[src/rtl/data_mem_arbiter_if.sv]
// Bundle of the two word requester ports and the byte-wide memory port.
// Handshake: req is held high until gnt; gnt completes acceptance in that cycle; done pulses once per grant.
interface data_mem_arbiter_if #(
    parameter int ADDR_W = 10
);
    logic              c_req;
    logic              c_we;
    logic [31:0]       c_addr;
    logic [31:0]       c_wdata;
    logic              c_gnt;
    logic              c_done;
    logic [31:0]       c_rdata;

    logic              l_req;
    logic              l_we;
    logic [31:0]       l_addr;
    logic [31:0]       l_wdata;
    logic              l_gnt;
    logic              l_done;
    logic [31:0]       l_rdata;

    logic              m_en;
    logic              m_we;
    logic [ADDR_W-1:0] m_addr;
    logic [7:0]        m_wdata;
    logic [7:0]        m_rdata;

    // Requesters and the memory array sit on the master side.
    modport master (
        output c_req, c_we, c_addr, c_wdata,
        input  c_gnt, c_done, c_rdata,
        output l_req, l_we, l_addr, l_wdata,
        input  l_gnt, l_done, l_rdata,
        input  m_en, m_we, m_addr, m_wdata,
        output m_rdata
    );

    modport slave (
        input  c_req, c_we, c_addr, c_wdata,
        output c_gnt, c_done, c_rdata,
        input  l_req, l_we, l_addr, l_wdata,
        output l_gnt, l_done, l_rdata,
        output m_en, m_we, m_addr, m_wdata,
        input  m_rdata
    );
endinterface

[src/rtl/data_mem_arbiter.sv]
// Round-robin arbiter giving the core and loader word access to a byte-wide
// synchronous-read memory, as four little-endian byte beats per word.
module data_mem_arbiter #(
    parameter int ADDR_W = 10
) (
    input  logic                clk,
    input  logic                rst,
    data_mem_arbiter_if.slave   bus,
    output logic [1:0]          dbg_state
);
    typedef enum logic [1:0] {
        S_IDLE  = 2'd0,
        S_BEAT  = 2'd1,
        S_DRAIN = 2'd2,
        S_RESP  = 2'd3
    } state_t;

    state_t            state_q, state_d;
    logic [1:0]        k_q, k_d;
    logic              owner_q, owner_d;   // 0 = core, 1 = loader
    logic              last_q, last_d;     // last granted requester
    logic              we_q, we_d;
    logic [ADDR_W-1:0] addr_q, addr_d;
    logic [31:0]       wdata_q, wdata_d;
    logic [31:0]       rdata_q, rdata_d;
    logic              c_done_q, c_done_d;
    logic              l_done_q, l_done_d;
    logic              m_en_q, m_en_d;
    logic              m_we_q, m_we_d;
    logic [ADDR_W-1:0] m_addr_q, m_addr_d;
    logic [7:0]        m_wdata_q, m_wdata_d;

    logic              any_req;
    logic              win_l;
    logic              sel_we;
    logic [31:0]       sel_addr;
    logic [31:0]       sel_wdata;
    logic [1:0]        k_nxt;
    logic [1:0]        k_prev;
    logic              unused_addr_hi;

    // On a tie the requester not granted last wins.
    assign any_req   = bus.c_req | bus.l_req;
    assign win_l     = bus.l_req & (~bus.c_req | ~last_q);
    assign sel_we    = win_l ? bus.l_we    : bus.c_we;
    assign sel_addr  = win_l ? bus.l_addr  : bus.c_addr;
    assign sel_wdata = win_l ? bus.l_wdata : bus.c_wdata;
    assign k_nxt     = k_q + 2'd1;
    assign k_prev    = k_q - 2'd1;
    assign unused_addr_hi = ^{bus.c_addr[31:ADDR_W], bus.l_addr[31:ADDR_W]};

    assign bus.c_gnt = (state_q == S_IDLE) & any_req & ~win_l;
    assign bus.l_gnt = (state_q == S_IDLE) & win_l;

    always_comb begin
        state_d   = state_q;
        k_d       = k_q;
        owner_d   = owner_q;
        last_d    = last_q;
        we_d      = we_q;
        addr_d    = addr_q;
        wdata_d   = wdata_q;
        rdata_d   = rdata_q;
        c_done_d  = 1'b0;
        l_done_d  = 1'b0;
        m_en_d    = m_en_q;
        m_we_d    = m_we_q;
        m_addr_d  = m_addr_q;
        m_wdata_d = m_wdata_q;
        case (state_q)
            S_IDLE: begin
                if (any_req) begin
                    owner_d   = win_l;
                    last_d    = win_l;
                    we_d      = sel_we;
                    addr_d    = sel_addr[ADDR_W-1:0];
                    wdata_d   = sel_wdata;
                    k_d       = 2'd0;
                    state_d   = S_BEAT;
                    m_en_d    = 1'b1;
                    m_we_d    = sel_we;
                    m_addr_d  = sel_addr[ADDR_W-1:0];
                    m_wdata_d = sel_wdata[7:0];
                end
            end
            S_BEAT: begin
                // The byte for beat k-1 arrives while beat k is on the bus.
                if (!we_q && k_q != 2'd0) begin
                    rdata_d[{k_prev, 3'b000} +: 8] = bus.m_rdata;
                end
                if (k_q == 2'd3) begin
                    state_d = S_DRAIN;
                    m_en_d  = 1'b0;
                    m_we_d  = 1'b0;
                end else begin
                    k_d       = k_nxt;
                    m_addr_d  = addr_q + ADDR_W'(k_nxt);
                    m_wdata_d = wdata_q[{k_nxt, 3'b000} +: 8];
                end
            end
            S_DRAIN: begin
                if (!we_q) begin
                    rdata_d[31:24] = bus.m_rdata;
                end
                c_done_d = ~owner_q;
                l_done_d = owner_q;
                state_d  = S_RESP;
            end
            default: begin
                state_d = S_IDLE;
            end
        endcase
    end

    always_ff @(posedge clk or posedge rst) begin
        if (rst) begin
            state_q   <= S_IDLE;
            k_q       <= 2'd0;
            owner_q   <= 1'b0;
            last_q    <= 1'b1;
            we_q      <= 1'b0;
            addr_q    <= '0;
            wdata_q   <= '0;
            rdata_q   <= '0;
            c_done_q  <= 1'b0;
            l_done_q  <= 1'b0;
            m_en_q    <= 1'b0;
            m_we_q    <= 1'b0;
            m_addr_q  <= '0;
            m_wdata_q <= '0;
        end else begin
            state_q   <= state_d;
            k_q       <= k_d;
            owner_q   <= owner_d;
            last_q    <= last_d;
            we_q      <= we_d;
            addr_q    <= addr_d;
            wdata_q   <= wdata_d;
            rdata_q   <= rdata_d;
            c_done_q  <= c_done_d;
            l_done_q  <= l_done_d;
            m_en_q    <= m_en_d;
            m_we_q    <= m_we_d;
            m_addr_q  <= m_addr_d;
            m_wdata_q <= m_wdata_d;
        end
    end

    assign bus.c_done  = c_done_q;
    assign bus.l_done  = l_done_q;
    assign bus.c_rdata = rdata_q;
    assign bus.l_rdata = rdata_q;
    assign bus.m_en    = m_en_q;
    assign bus.m_we    = m_we_q;
    assign bus.m_addr  = m_addr_q;
    assign bus.m_wdata = m_wdata_q;
    assign dbg_state   = state_q;
endmodule
[src/flat_wrapper.sv]
// flat-port wrapper written by rule: the top's interface ports become plain ports
module data_mem_arbiter_flat 
#(
    parameter int ADDR_W = 10
)
  (clk, rst, dbg_state, bus_c_req, bus_c_we, bus_c_addr, bus_c_wdata, bus_c_gnt, bus_c_done, bus_c_rdata, bus_l_req, bus_l_we, bus_l_addr, bus_l_wdata, bus_l_gnt, bus_l_done, bus_l_rdata, bus_m_en, bus_m_we, bus_m_addr, bus_m_wdata, bus_m_rdata);
  data_mem_arbiter_if #(.ADDR_W(ADDR_W)) bus_i ();
  input  logic clk;
  input  logic rst;
  output logic [1:0] dbg_state;
  input wire logic [$bits(bus_i.c_req)-1:0] bus_c_req;
  input wire logic [$bits(bus_i.c_we)-1:0] bus_c_we;
  input wire logic [$bits(bus_i.c_addr)-1:0] bus_c_addr;
  input wire logic [$bits(bus_i.c_wdata)-1:0] bus_c_wdata;
  output wire logic [$bits(bus_i.c_gnt)-1:0] bus_c_gnt;
  output wire logic [$bits(bus_i.c_done)-1:0] bus_c_done;
  output wire logic [$bits(bus_i.c_rdata)-1:0] bus_c_rdata;
  input wire logic [$bits(bus_i.l_req)-1:0] bus_l_req;
  input wire logic [$bits(bus_i.l_we)-1:0] bus_l_we;
  input wire logic [$bits(bus_i.l_addr)-1:0] bus_l_addr;
  input wire logic [$bits(bus_i.l_wdata)-1:0] bus_l_wdata;
  output wire logic [$bits(bus_i.l_gnt)-1:0] bus_l_gnt;
  output wire logic [$bits(bus_i.l_done)-1:0] bus_l_done;
  output wire logic [$bits(bus_i.l_rdata)-1:0] bus_l_rdata;
  output wire logic [$bits(bus_i.m_en)-1:0] bus_m_en;
  output wire logic [$bits(bus_i.m_we)-1:0] bus_m_we;
  output wire logic [$bits(bus_i.m_addr)-1:0] bus_m_addr;
  output wire logic [$bits(bus_i.m_wdata)-1:0] bus_m_wdata;
  input wire logic [$bits(bus_i.m_rdata)-1:0] bus_m_rdata;
  assign bus_i.c_req = bus_c_req;
  assign bus_i.c_we = bus_c_we;
  assign bus_i.c_addr = bus_c_addr;
  assign bus_i.c_wdata = bus_c_wdata;
  assign bus_c_gnt = bus_i.c_gnt;
  assign bus_c_done = bus_i.c_done;
  assign bus_c_rdata = bus_i.c_rdata;
  assign bus_i.l_req = bus_l_req;
  assign bus_i.l_we = bus_l_we;
  assign bus_i.l_addr = bus_l_addr;
  assign bus_i.l_wdata = bus_l_wdata;
  assign bus_l_gnt = bus_i.l_gnt;
  assign bus_l_done = bus_i.l_done;
  assign bus_l_rdata = bus_i.l_rdata;
  assign bus_m_en = bus_i.m_en;
  assign bus_m_we = bus_i.m_we;
  assign bus_m_addr = bus_i.m_addr;
  assign bus_m_wdata = bus_i.m_wdata;
  assign bus_i.m_rdata = bus_m_rdata;
  data_mem_arbiter #(.ADDR_W(ADDR_W)) u_core (.clk(clk), .rst(rst), .bus(bus_i), .dbg_state(dbg_state));
endmodule
[config.mk]
export PLATFORM = sky130hd
export DESIGN_NAME = data_mem_arbiter_flat
export DESIGN_NICKNAME = d
export VERILOG_FILES = /design/src/rtl/data_mem_arbiter_if.sv /design/src/rtl/data_mem_arbiter.sv /design/src/flat_wrapper.sv
export SDC_FILE = /design/constraint.sdc
export NUM_CORES = 1
export LEC_CHECK = 0
export BUFFER_PORTS_ARGS = -buffer_cell sky130_fd_sc_hd__buf_2
export CAP_MARGIN = 0
export CORE_AREA = 3 3 110 112
export CTS_BUF_LIST = sky130_fd_sc_hd__clkbuf_16
export CTS_CLUSTER_DIAMETER = 50
export DETAILED_ROUTE_END_ITERATION = 10
export DIE_AREA = 0 0 113 115
export PLACE_DENSITY_LB_ADDON = 0.25
export RECOVER_POWER = 25
export SYNTH_ARGS = -nofsm -noshare
export SYNTH_HDL_FRONTEND = slang
export SYNTH_SLANG_ARGS = --single-unit
[constraint.sdc]
create_clock -name clk -period 3.25 [get_ports clk]
set_clock_uncertainty 0.1 [all_clocks]
set_input_delay 0.1625 -clock clk [delete_from_list [all_inputs] [get_ports clk]]
set_output_delay 0.1625 -clock clk [all_outputs]
set_load 0.05 [all_outputs]
==> results of run 1 <==
registers in the layout, summed over array words and instances, names as in the netlist, 2 cells and up:
signal	flops
u_core.addr_q	10
u_core.bus.c_rdata	32
u_core.bus.m_addr	10
u_core.wdata_q	32
u_core.bus.m_wdata	8
u_core.k_q	2
u_core.dbg_state	2
layout make-up:
| type | instances | area [um^2] |
|---|---|---|
| fill | 999 | 4730 |
| clock buffer | 9 | 225 |
| multi-input combinational | 330 | 2230 |
| clock inverter | 7 | 56.3 |
| timing repair buffer | 219 | 1230 |
| inverter | 25 | 93.8 |
| sequential | 103 | 2580 |
| tap | 143 | 179 |
how the worst max path moves through the flow:
stage / startpoint / to / slack [ps] / depth (start not counted)
4_1_cts: u_core.dbg_state[0]$_DFFE_PP0P_ / u_core.wdata_q[26]$_DFFE_PP0P_ / 780 / 7
3_5_place_dp: u_core.dbg_state[1]$_DFFE_PP0P_ / u_core.bus.m_addr[4]$_DFFE_PP0P_ / 910 / 5
5_1_grt: u_core.dbg_state[0]$_DFFE_PP0P_ / u_core.wdata_q[26]$_DFFE_PP0P_ / 590 / 7
2_1_floorplan: rst / u_core.addr_q[0]$_DFFE_PP0P_ / 290 / 1
3_3_place_gp: u_core.dbg_state[1]$_DFFE_PP0P_ / u_core.bus.m_addr[2]$_DFFE_PP0P_ / 920 / 6
6_report: u_core.dbg_state[0]$_DFFE_PP0P_ / u_core.wdata_q[24]$_DFFE_PP0P_ / 750 / 7
critical path, stage by stage, from the launching register on:
cell           delay [ps]
dfrtp_1               410
inv_1                 120
ha_1                  310
o21ai_4               150
buf_4                 280
a222oi_1              390
dlygate4sd3_1         600
inv_1                  40
synth_stat cells (4+ instances only):
library cell | count | area, um^2
ha_1 | 12 | 150
nor2_1 | 5 | 18.8
a222oi_1 | 10 | 100
clkbuf_1 | 12 | 45.0
nand3_1 | 15 | 75.1
mux2_2 | 7 | 78.8
nand2_1 | 110 | 413
buf_2 | 9 | 45.0
o21ai_0 | 67 | 335
o221ai_1 | 4 | 35.0
mux4_2 | 8 | 180
mux2i_1 | 40 | 400
inv_1 | 25 | 93.8
buf_4 | 35 | 263
and3_1 | 4 | 25.0
o211ai_1 | 8 | 60.1
dfrtp_1 | 102 | 2550
kinds of logic (layout without fill, tap and decap cells):
logic type                 Yosys count  after routing  share of synthesized area [%]
AOI/OAI and AO/OA                  107            107                           12.7
xor gates and xnor gates             6              6                          0.991
adders and majority gates           13             13                           3.21
buffers and inverters               86            260                           9.79
DFF                                103            103                           48.6
muxes                               55             55                           12.4
and+or+nand+nor                    149            149                           12.3
per-layer routing:
layer	part of all wire [%]	wire length [um]	track usage, %
met5	0	0	0
met4	2.0	261	7.69
met3	7.7	1020	3.42
met2	48	6430	34.4
met1	42	5550	26.4
what timing repair did:
| item | CTS | global route |
|---|---|---|
| hold buffers | 21 | 0 |
| gates resized for setup | 0 | 0 |
| endpoints found under the hold margin | 12 | 0 |
through the flow:
stage / hold slack (ps) / cells / worst slack, ps
finish: 4.45 / 836 / 748
global route: 6.84 / 836 / 587
CTS: 4.85 / 836 / 783
detailed placement: 283 / 799 / 914
global placement: 276 / 799 / 916
floorplan: 188 / 519 / 285
power by group:
group | internal (mW) | total (mW) | switching [mW]
Sequential | 1.88 | 2.28 | 0.400
Clock | 0.584 | 1.04 | 0.457
Combinational | 1.42 | 4.56 | 3.13
Total | 3.89 | 7.88 | 3.99
==> impl_metrics.csv, run 1 <==
group,metric,value,unit
power_and_ir_drop,leakagePower,3.31,nW
cells_and_area,areaGrowthSynthToFinish,24.2,%
timing,max_freq,400,MHz
clock_tree,clkLatencyLatePin,340,ps
floorplanning,fp-row-count,39,
setup_path,setup.worst_path.class,"flip-flop to flip-flop",
cells_and_area,diodes,0,
clock_tree,cts_tree,"yes",
min_path,hold_end,"u_core.wdata_q[8]$_DFFE_PP0P_",
synthesis,synth_edf_count,0,
clock_tree,path_clk_slew,70,ps
synthesis,yosysSeqAreaShare,48.6,%
floorplanning,die_w,113,um
power_and_ir_drop,power,7.88,mW
min_path,holdCritPathClass,"input pin to flip-flop",
flow_run,cap_violations,1,
cells_and_area,final_cell_mix,"187 x buf_2, 110 x nand2_1, 102 x dfrtp_1, 67 x o21ai_0, 40 x mux2i_1",
timing,rsz0062_at_grt,"false",
setup_path,r2r_end,"u_core.wdata_q[24]$_DFFE_PP0P_",
outcome,failed_checks,"max-capacitance violations, max-slew violations",
setup_path,start_kind,"flip-flop",
clock_tree,postCtsSetupRepairBufs,0,
clock_tree,clock_sinks,103,
cells_and_area,final_core_util,58.2,%
drt,vias_per_cell,5.16,
cells_and_area,drive_gt1_share,33.6,%
clock_tree,cts_inserted_buffers,9,
cells_and_area,final_area,0.00659,mm^2
setup_path,crit_required,3400,ps
floorplanning,start_util,46.9,%
global_routing,grt_pass1_wl,20900,um
clock_tree,h-tree-depth,3,
clock_tree,clock_tree.root_cell,"clkbuf_16",
drt,ant_nets,0,
setup_path,rr_worst_depth,7,
timing,worst_slew_pin_slew,1840,ps
synthesis,syn_area,0.00531,mm^2
synthesis,async_flop_share,100,%
timing,slew_violations,90,
setup_path,crit_arrival,2650,ps
setup_path,endpoint_kind,"flip-flop",
placement,gp_congestion,0.771,
global_routing,grt_use_total,20.3,%
synthesis,ys_ff_latch,103,
clock_tree,clock_path_buffers,2,
timing,slew_headroom,-22.6,%
global_routing,grt_max_degree,90,
global_routing,antenna_found_initial,0,
drt,dr.pass1.iters,6,
drt,drt_iter0_drc,288,
drt,dr_total_vias,4314,
timing,min_period,2500,ps
setup_path,cp_max_fo,44,
synthesis,yosysUniqueCellTypes,44,
placement,dp_hpwl,9440,um
synthesis,syn_avg_cell_area,10.2,um^2
drt,routed_wl,13300,um
min_path,hold_depth,3,
drt,avgRoutedWirePerCell,15.9,um
cells_and_area,mostFrequentLayoutCell,"buf_2",
placement,placed_area,0.00610,mm^2
synthesis,synthFlopType,"dfrtp_1",
synthesis,netlist_instances,519,
setup_path,r2r-start,"u_core.dbg_state[0]$_DFFE_PP0P_",
drt,drt_drc_violations_left,0,
timing,fin_crit_sh,77.0,%
power_and_ir_drop,power_density,1200,mW/mm^2
cells_and_area,fin_nets,843,
synthesis,ys_warn_count,0,
floorplanning,ios,232,
floorplanning,coreArea,0.0113,mm^2
floorplanning,die_area,0.0130,mm^2
floorplanning,die_y,115,um
global_routing,first_global_vias,4201,
timing,hold_viol_final,0,
power_and_ir_drop,ir_worst_vdd,0.000798,V
timing,setup_viol,0,
synthesis,syn_nets,674,
setup_path,r2r_setup_slack,750,ps
global_routing,gr-total-overflow,0,
placement,io_buffers,187,
outcome,outcome,"finished, violations left",
min_path,hp-start,"bus_c_wdata[8]",
timing,tns,0,ps
(Power assumes the default switching activity.)
==> run 2: changes to the inputs <==
Settings changed: CORE_AREA 3 3 110 112 to 3 3 116 118, DIE_AREA 0 0 113 115 to 0 0 119 121.
Clock period 3.25 ns to 2.3 ns, I/O delays scaled along.
==> run 2 against run 1 <==
The flow finishes with violations (negative hold slack). Sequential share of layout area shrank 3.2 points. Wire length grew 5.2%. Register-to-register slack lost 590 ps. Utilization shrank 1.1 points. Global-route usage shrank 0.63 points. Cell count grew 9.4%. Largest power group unchanged.
==> impl_metrics.csv, run 2 (synthesis gave the netlist of run 1 again) <==
group,metric,value,unit
floorplanning,die_y,121,um
placement,gp_congestion,0.782,
drt,drt_drc_violations_left,0,
clock_tree,path_clk_slew,60,ps
floorplanning,die_w,119,um
outcome,failed_checks,"negative hold slack",
placement,io_buffers,187,
timing,slew_violations,0,
drt,drt_iter0_drc,269,
cells_and_area,final_cell_mix,"186 x buf_2, 110 x nand2_1, 101 x dfrtp_1, 67 x o21ai_0, 63 x dlygate4sd3_1",
clock_tree,clock_sinks,103,
drt,vias_per_cell,4.94,
drt,dr.pass1.iters,4,
setup_path,cp-startpoint,"u_core.dbg_state[0]$_DFFE_PP0P_",
drt,avgRoutedWirePerCell,15.2,um
floorplanning,ios,232,
clock_tree,clock_path_buffers,2,
timing,rsz0062_at_grt,"false",
timing,tns,0,ps
cells_and_area,areaGrowthSynthToFinish,35.3,%
global_routing,first_global_vias,4524,
floorplanning,fp-row-count,41,
setup_path,endpoint_kind,"output port",
global_routing,gr-total-overflow,0,
cells_and_area,fin_nets,892,
flow_run,cap_violations,0,
drt,ant_nets,0,
clock_tree,clock_tree.root_cell,"clkbuf_16",
floorplanning,start_util,42.2,%
min_path,hp-start,"bus_l_addr[1]",
min_path,holdCritPathClass,"input pin to flip-flop",
drt,routed_wl,13900,um
setup_path,rr_worst_depth,7,
setup_path,setup.worst_path.class,"flip-flop to output port",
power_and_ir_drop,leakagePower,3.55,nW
cells_and_area,fillCellCount,1061,
global_routing,grt_max_degree,104,
floorplanning,coreArea,0.0126,mm^2
cells_and_area,mostFrequentLayoutCell,"buf_2",
global_routing,grt_pass1_wl,22700,um
global_routing,antenna_found_initial,1,
timing,min_period,2210,ps
timing,hold-worst-slack,-1.53,ps
cells_and_area,final_core_util,57.1,%
setup_path,cp_max_fo,10,
timing,worst_slew_pin_slew,1390,ps
setup_path,r2r_setup_slack,160,ps
setup_path,crit_required,2090,ps
setup_path,r2r-start,"u_core.k_q[0]$_DFFE_PP0P_",
min_path,hold_end,"u_core.addr_q[1]$_DFFE_PP0P_",
placement,dpl.cell_count,833,
setup_path,crit_arrival,1990,ps
clock_tree,cts_tree,"yes",
setup_path,r2r_end,"u_core.bus.m_addr[2]$_DFFE_PP0P_",
timing,max_freq,452,MHz
global_routing,grt_use_total,19.7,%
cells_and_area,final_cells,915,
clock_tree,cts_inserted_buffers,9,
cells_and_area,drive_gt1_share,33.0,%
setup_path,start_kind,"flip-flop",
clock_tree,clkLatencyLatePin,340,ps
clock_tree,h-tree-depth,3,
floorplanning,die_area,0.0144,mm^2
power_and_ir_drop,ir_worst_vdd,0.000628,V
power_and_ir_drop,power_density,1580,mW/mm^2
timing,setup_viol,0,
outcome,outcome,"finished, violations left",
placement,dp_hpwl,9590,um
timing,slew_headroom,7.24,%
min_path,hold_depth,3,
timing,fin_crit_sh,96.1,%
drt,dr_total_vias,4523,
timing,hold_viol_final,2,
run 2: changes by cell type in the layout (fill, tap and decap cells not counted), moves of 3 or more:
cell / change
clkinv_1: -3
buf_12: +3
dlygate4sd3_1: +42
buf_4: +3
run 2: through the flow:
step           instance area (um^2)  worst slack (ps)  hold slack (ps)  power, mW
6_report                       7180              90.0            -1.53       11.3
3_5_place_dp                   6230               122              225       9.69
3_3_place_gp                   6230               143              218       9.53
5_1_grt                        7180             0.664             27.3       12.1
4_1_cts                        7170              68.3             1.58       11.4
2_1_floorplan                  5310              17.8              140       8.32
run 2: power breakdown:
part | internal, mW | leakage, nW | total (mW) | switching [mW]
logic | 2.10 | 2.12 | 6.52 | 4.42
clock network | 0.941 | 0.159 | 1.59 | 0.650
registers | 2.66 | 1.27 | 3.24 | 0.584
run 2: worst max-delay path: stages (launching register included):
cell	delay, ps
dfrtp_1	400
inv_1	120
ha_1	320
and2_1	450
buf_2	350
run 2: cell type report:
cell class	count	area (um^2)	area share, %
diodes	1	2.50	0.0349
clock buffers	9	225	3.14
clock inverters	7	83.8	1.17
inverters	25	97.6	1.36
multi-input cells	330	2240	31.1
flip-flops and latches	103	2580	35.9
well taps	172	215	3.00
repair buffers	268	1740	24.2
run 2: timing repair:
item | CTS | global route
hold buffers | 63 | 0
setup buffers | 0 | 2
setup endpoints to repair | 1 | 17
gates resized for setup | 1 | 2
endpoints found under the hold margin | 162 | 0
pin swaps | 0 | 1
run 2: worst max path at each step:
| stage | end | cells past startpoint | slack, ps |
|---|---|---|---|
| 6_report | bus_l_gnt | 4 | 90 |
| 5_1_grt | bus_l_gnt | 4 | 0.7 |
| 4_1_cts | u_core.wdata_q[1]$_DFFE_PP0P_ | 5 | 70 |
| 3_5_place_dp | u_core.bus.m_addr[5]$_DFFE_PP0P_ | 7 | 120 |
| 3_3_place_gp | u_core.bus.m_addr[5]$_DFFE_PP0P_ | 7 | 140 |
| 2_1_floorplan | u_core.bus.m_addr[5]$_DFFE_PP0P_ | 8 | 20 |
run 2: layer usage:
| layer | track usage (%) | part of all wire [%] | wire length (um) | vias up |
|---|---|---|---|---|
| met5 | 0 | 0 | 0 | - |
| met4 | 6.66 | 1.8 | 251 | 0 |
| met3 | 4.15 | 6.1 | 847 | 25 |
| met2 | 33.2 | 49 | 6850 | 183 |
| met1 | 25.4 | 43 | 6000 | 2118 |
| li1 | - | - | - | 2197 |
==> run 3: changes to the inputs <==
--- a/config.mk
+++ b/config.mk
@@ -6,11 +6,12 @@
 export NUM_CORES = 1
 export LEC_CHECK = 0
+export ABC_AREA = 1
 export BUFFER_PORTS_ARGS = -buffer_cell sky130_fd_sc_hd__buf_2
 export CAP_MARGIN = 0
-export CORE_AREA = 3 3 116 118
+export CORE_AREA = 3 3 115 117
 export CTS_BUF_LIST = sky130_fd_sc_hd__clkbuf_16
-export CTS_CLUSTER_DIAMETER = 50
+export CTS_CLUSTER_DIAMETER = 60
 export DETAILED_ROUTE_END_ITERATION = 10
-export DIE_AREA = 0 0 119 121
+export DIE_AREA = 0 0 118 120
 export PLACE_DENSITY_LB_ADDON = 0.25
 export RECOVER_POWER = 25
==> constraint.sdc (replaced) <==
create_clock -name clk -period 2.3 [get_ports clk]
set_clock_uncertainty 0.1 [all_clocks]
set_input_delay 0 -clock clk [delete_from_list [all_inputs] [get_ports clk]]
set_output_delay 0 -clock clk [all_outputs]
set_load 0.05 [all_outputs]
==> run 3 against run 2 <==
The flow now finishes without violations. Power decreased by 9.0%. Combinational power shrank 13%. First-iteration DRC count grew 15%. Largest power group unchanged.
==> impl_metrics.csv, run 3 <==
group,metric,value,unit
timing,slew_violations,0,
timing,hold-worst-slack,19.3,ps
timing,slew_headroom,36.1,%
floorplanning,fp-row-count,41,
setup_path,rr_worst_depth,8,
timing,setup_viol,0,
drt,drt_drc_violations_left,0,
setup_path,start_kind,"flip-flop",
setup_path,crit_arrival,2370,ps
timing,max_freq,457,MHz
placement,io_buffers,187,
power_and_ir_drop,power_density,1360,mW/mm^2
timing,hold_viol_final,0,
timing,min_period,2190,ps
placement,dp_hpwl,10600,um
clock_tree,clock_path_buffers,2,
global_routing,grt_max_degree,65,
cells_and_area,final_core_util,61.0,%
drt,top_layer_used,"met4",
floorplanning,coreArea,0.0125,mm^2
synthesis,yosysMostFrequentCell,"nand2_1",
clock_tree,cts_tree,"yes",
setup_path,crit_required,2480,ps
outcome,outcome,"completed",
drt,drt_iter0_drc,309,
cells_and_area,areaGrowthSynthToFinish,40.9,%
floorplanning,ios,232,
drt,ant_nets,0,
synthesis,synthFlopType,"dfrtp_1",
synthesis,netlist_instances,683,
synthesis,yosysUniqueCellTypes,26,
synthesis,syn_nets,838,
synthesis,syn_area,0.00539,mm^2
timing,tns,0,ps
synthesis,ys_warn_count,0,
flow_run,cap_violations,0,
drt,routed_wl,16200,um
global_routing,grt_pass1_wl,26100,um
min_path,hold_depth,5,
drt,vias_per_cell,5.01,
setup_path,cp_max_fo,15,
global_routing,grt_use_total,22.8,%
drt,dr_total_vias,5544,
floorplanning,die_y,120,um
clock_tree,clkLatencyLatePin,340,ps
synthesis,synth.top_cell.area_share,47.3,%
timing,fin_crit_sh,95.1,%
clock_tree,h-tree-depth,3,
setup_path,setup.worst_path.class,"flip-flop to flip-flop",
cells_and_area,fillCellCount,1082,
clock_tree,clock_sinks,103,
floorplanning,start_util,43.3,%
floorplanning,die_area,0.0142,mm^2
min_path,holdCritPathClass,"input pin to flip-flop",
synthesis,yosysSeqAreaShare,47.8,%
drt,avgRoutedWirePerCell,14.6,um
power_and_ir_drop,power,10.3,mW
synthesis,ys_ff_latch,103,
floorplanning,die_w,118,um
power_and_ir_drop,ir_worst_vdd,0.000619,V
synthesis,syn_avg_cell_area,7.90,um^2
cells_and_area,mostFrequentLayoutCell,"nand2_1",
global_routing,antenna_found_initial,0,
drt,wl_met2,8110,um
clock_tree,clock_tree.root_cell,"clkbuf_16",
setup_path,endpoint_kind,"flip-flop",
timing,worst_slew_pin_slew,959,ps
synthesis,async_flop_share,100,%
placement,gp_congestion,0.823,
drt,dr.pass1.iters,5,
clock_tree,path_clk_slew,70,ps
global_routing,gr-total-overflow,0,
synthesis,synth_edf_count,0,
power_and_ir_drop,leakagePower,3.91,nW
timing,rsz0062_at_grt,"true",
drt,drt-met1-wl,6690,um
cells_and_area,final_cell_mix,"219 x nand2_1, 186 x buf_2, 101 x dfrtp_1, 94 x dlygate4sd3_1, 73 x o21ai_0",
clock_tree,cts_inserted_buffers,9,
cells_and_area,drive_gt1_share,24.8,%
synthesis,synth_common_cells,"219 x nand2_1, 102 x dfrtp_1, 73 x o21ai_0, 62 x inv_1, 54 x nand3_1",
synthesis,synth.largest_area_cell,"dfrtp_1",
global_routing,first_global_vias,5429,
synthesis,synthTopCellsByArea,"dfrtp_1 47%, nand2_1 15%, o21ai_0 6.8%",
cells_and_area,fin_nets,1083,
drt,dr_wl_met3,980,um
-- run 3: logic make-up after synthesis --
logic type	count (synthesis)	share of synthesized area (%)
and+or+nand+nor	316	24.2
adders and majority gates	13	3.15
DFF	103	47.8
xor gates and xnor gates	1	0.162
AOI/OAI and AO/OA	121	12.9
buffers and inverters	129	11.8
-- run 3: worst paths after layout --
| path | to | startpoint | slack, ps |
|---|---|---|---|
| worst max-delay path | u_core.addr_q[7]$_DFFE_PP0P_ | u_core.dbg_state[0]$_DFFE_PP0P_ | 110 |
| worst min-delay path | u_core.wdata_q[7]$_DFFE_PP0P_ | bus_c_wdata[7] | 20 |
| worst max register to register | u_core.addr_q[7]$_DFFE_PP0P_ | u_core.dbg_state[0]$_DFFE_PP0P_ | 110 |
| worst min register to register | u_core.last_q$_DFFE_PP1P_ | u_core.last_q$_DFFE_PP1P_ | 370 |
| max in group asynchronous | u_core.bus.c_rdata[28]$_DFFE_PP0P_ | rst | 980 |
| min in group asynchronous | u_core.wdata_q[26]$_DFFE_PP0P_ | rst | 250 |
-- run 3: what timing repair did --
action | 4_1_cts | 5_1_grt
setup endpoints to repair | 1 | 18
pin swaps | 0 | 0
hold buffers | 93 | 1
resized for setup | 1 | 7
buffers inserted | 2 | 0
hold endpoints to repair | 186 | 1
-- run 3: layout make-up --
class                           instances  area [um^2]  share of cell area (%)
Antenna cell                            1         2.50                  0.0329
Clock inverter                          7         85.1                    1.12
Multi-Input combinational cell        451         2210                    29.0
Sequential cell                       103         2580                    33.9
Clock buffer                            9          225                    2.96
Tap cell                              172          215                    2.83
Timing Repair Buffer                  298         2030                    26.8
Inverter                               65          251                    3.31
-- run 3: where the power goes --
| group | total [mW] | switching [mW] | internal [mW] |
|---|---|---|---|
| clock network | 1.60 | 0.725 | 0.870 |
| registers | 3.08 | 0.489 | 2.59 |
| logic | 5.65 | 4.03 | 1.62 |
-- run 3: metrics by stage --
step	cell area, um^2	instances	setup WS [ps]
floorplan	5410	683	15.3
global placement	6330	993	271
detailed placement	6330	993	186
CTS	7590	1104	4.55
global route	7600	1105	-22.0
finish	7600	1106	113
-- run 3: worst max-delay path, stage by stage, from the launching register on --
cell and delay (ps):
dfrtp_2 450, inv_1 100, ha_2 250, o21ai_4 80, buf_4 200, inv_4 140, nor2_1 80, a31oi_1 160
dlygate4sd3_1 570
-- run 3: layer usage --
layer,global-route usage (%),up-vias
met3,4.34,44
met2,39.5,234
met4,9.01,0
met1,28.3,2580
met5,0,-
li1,-,2686
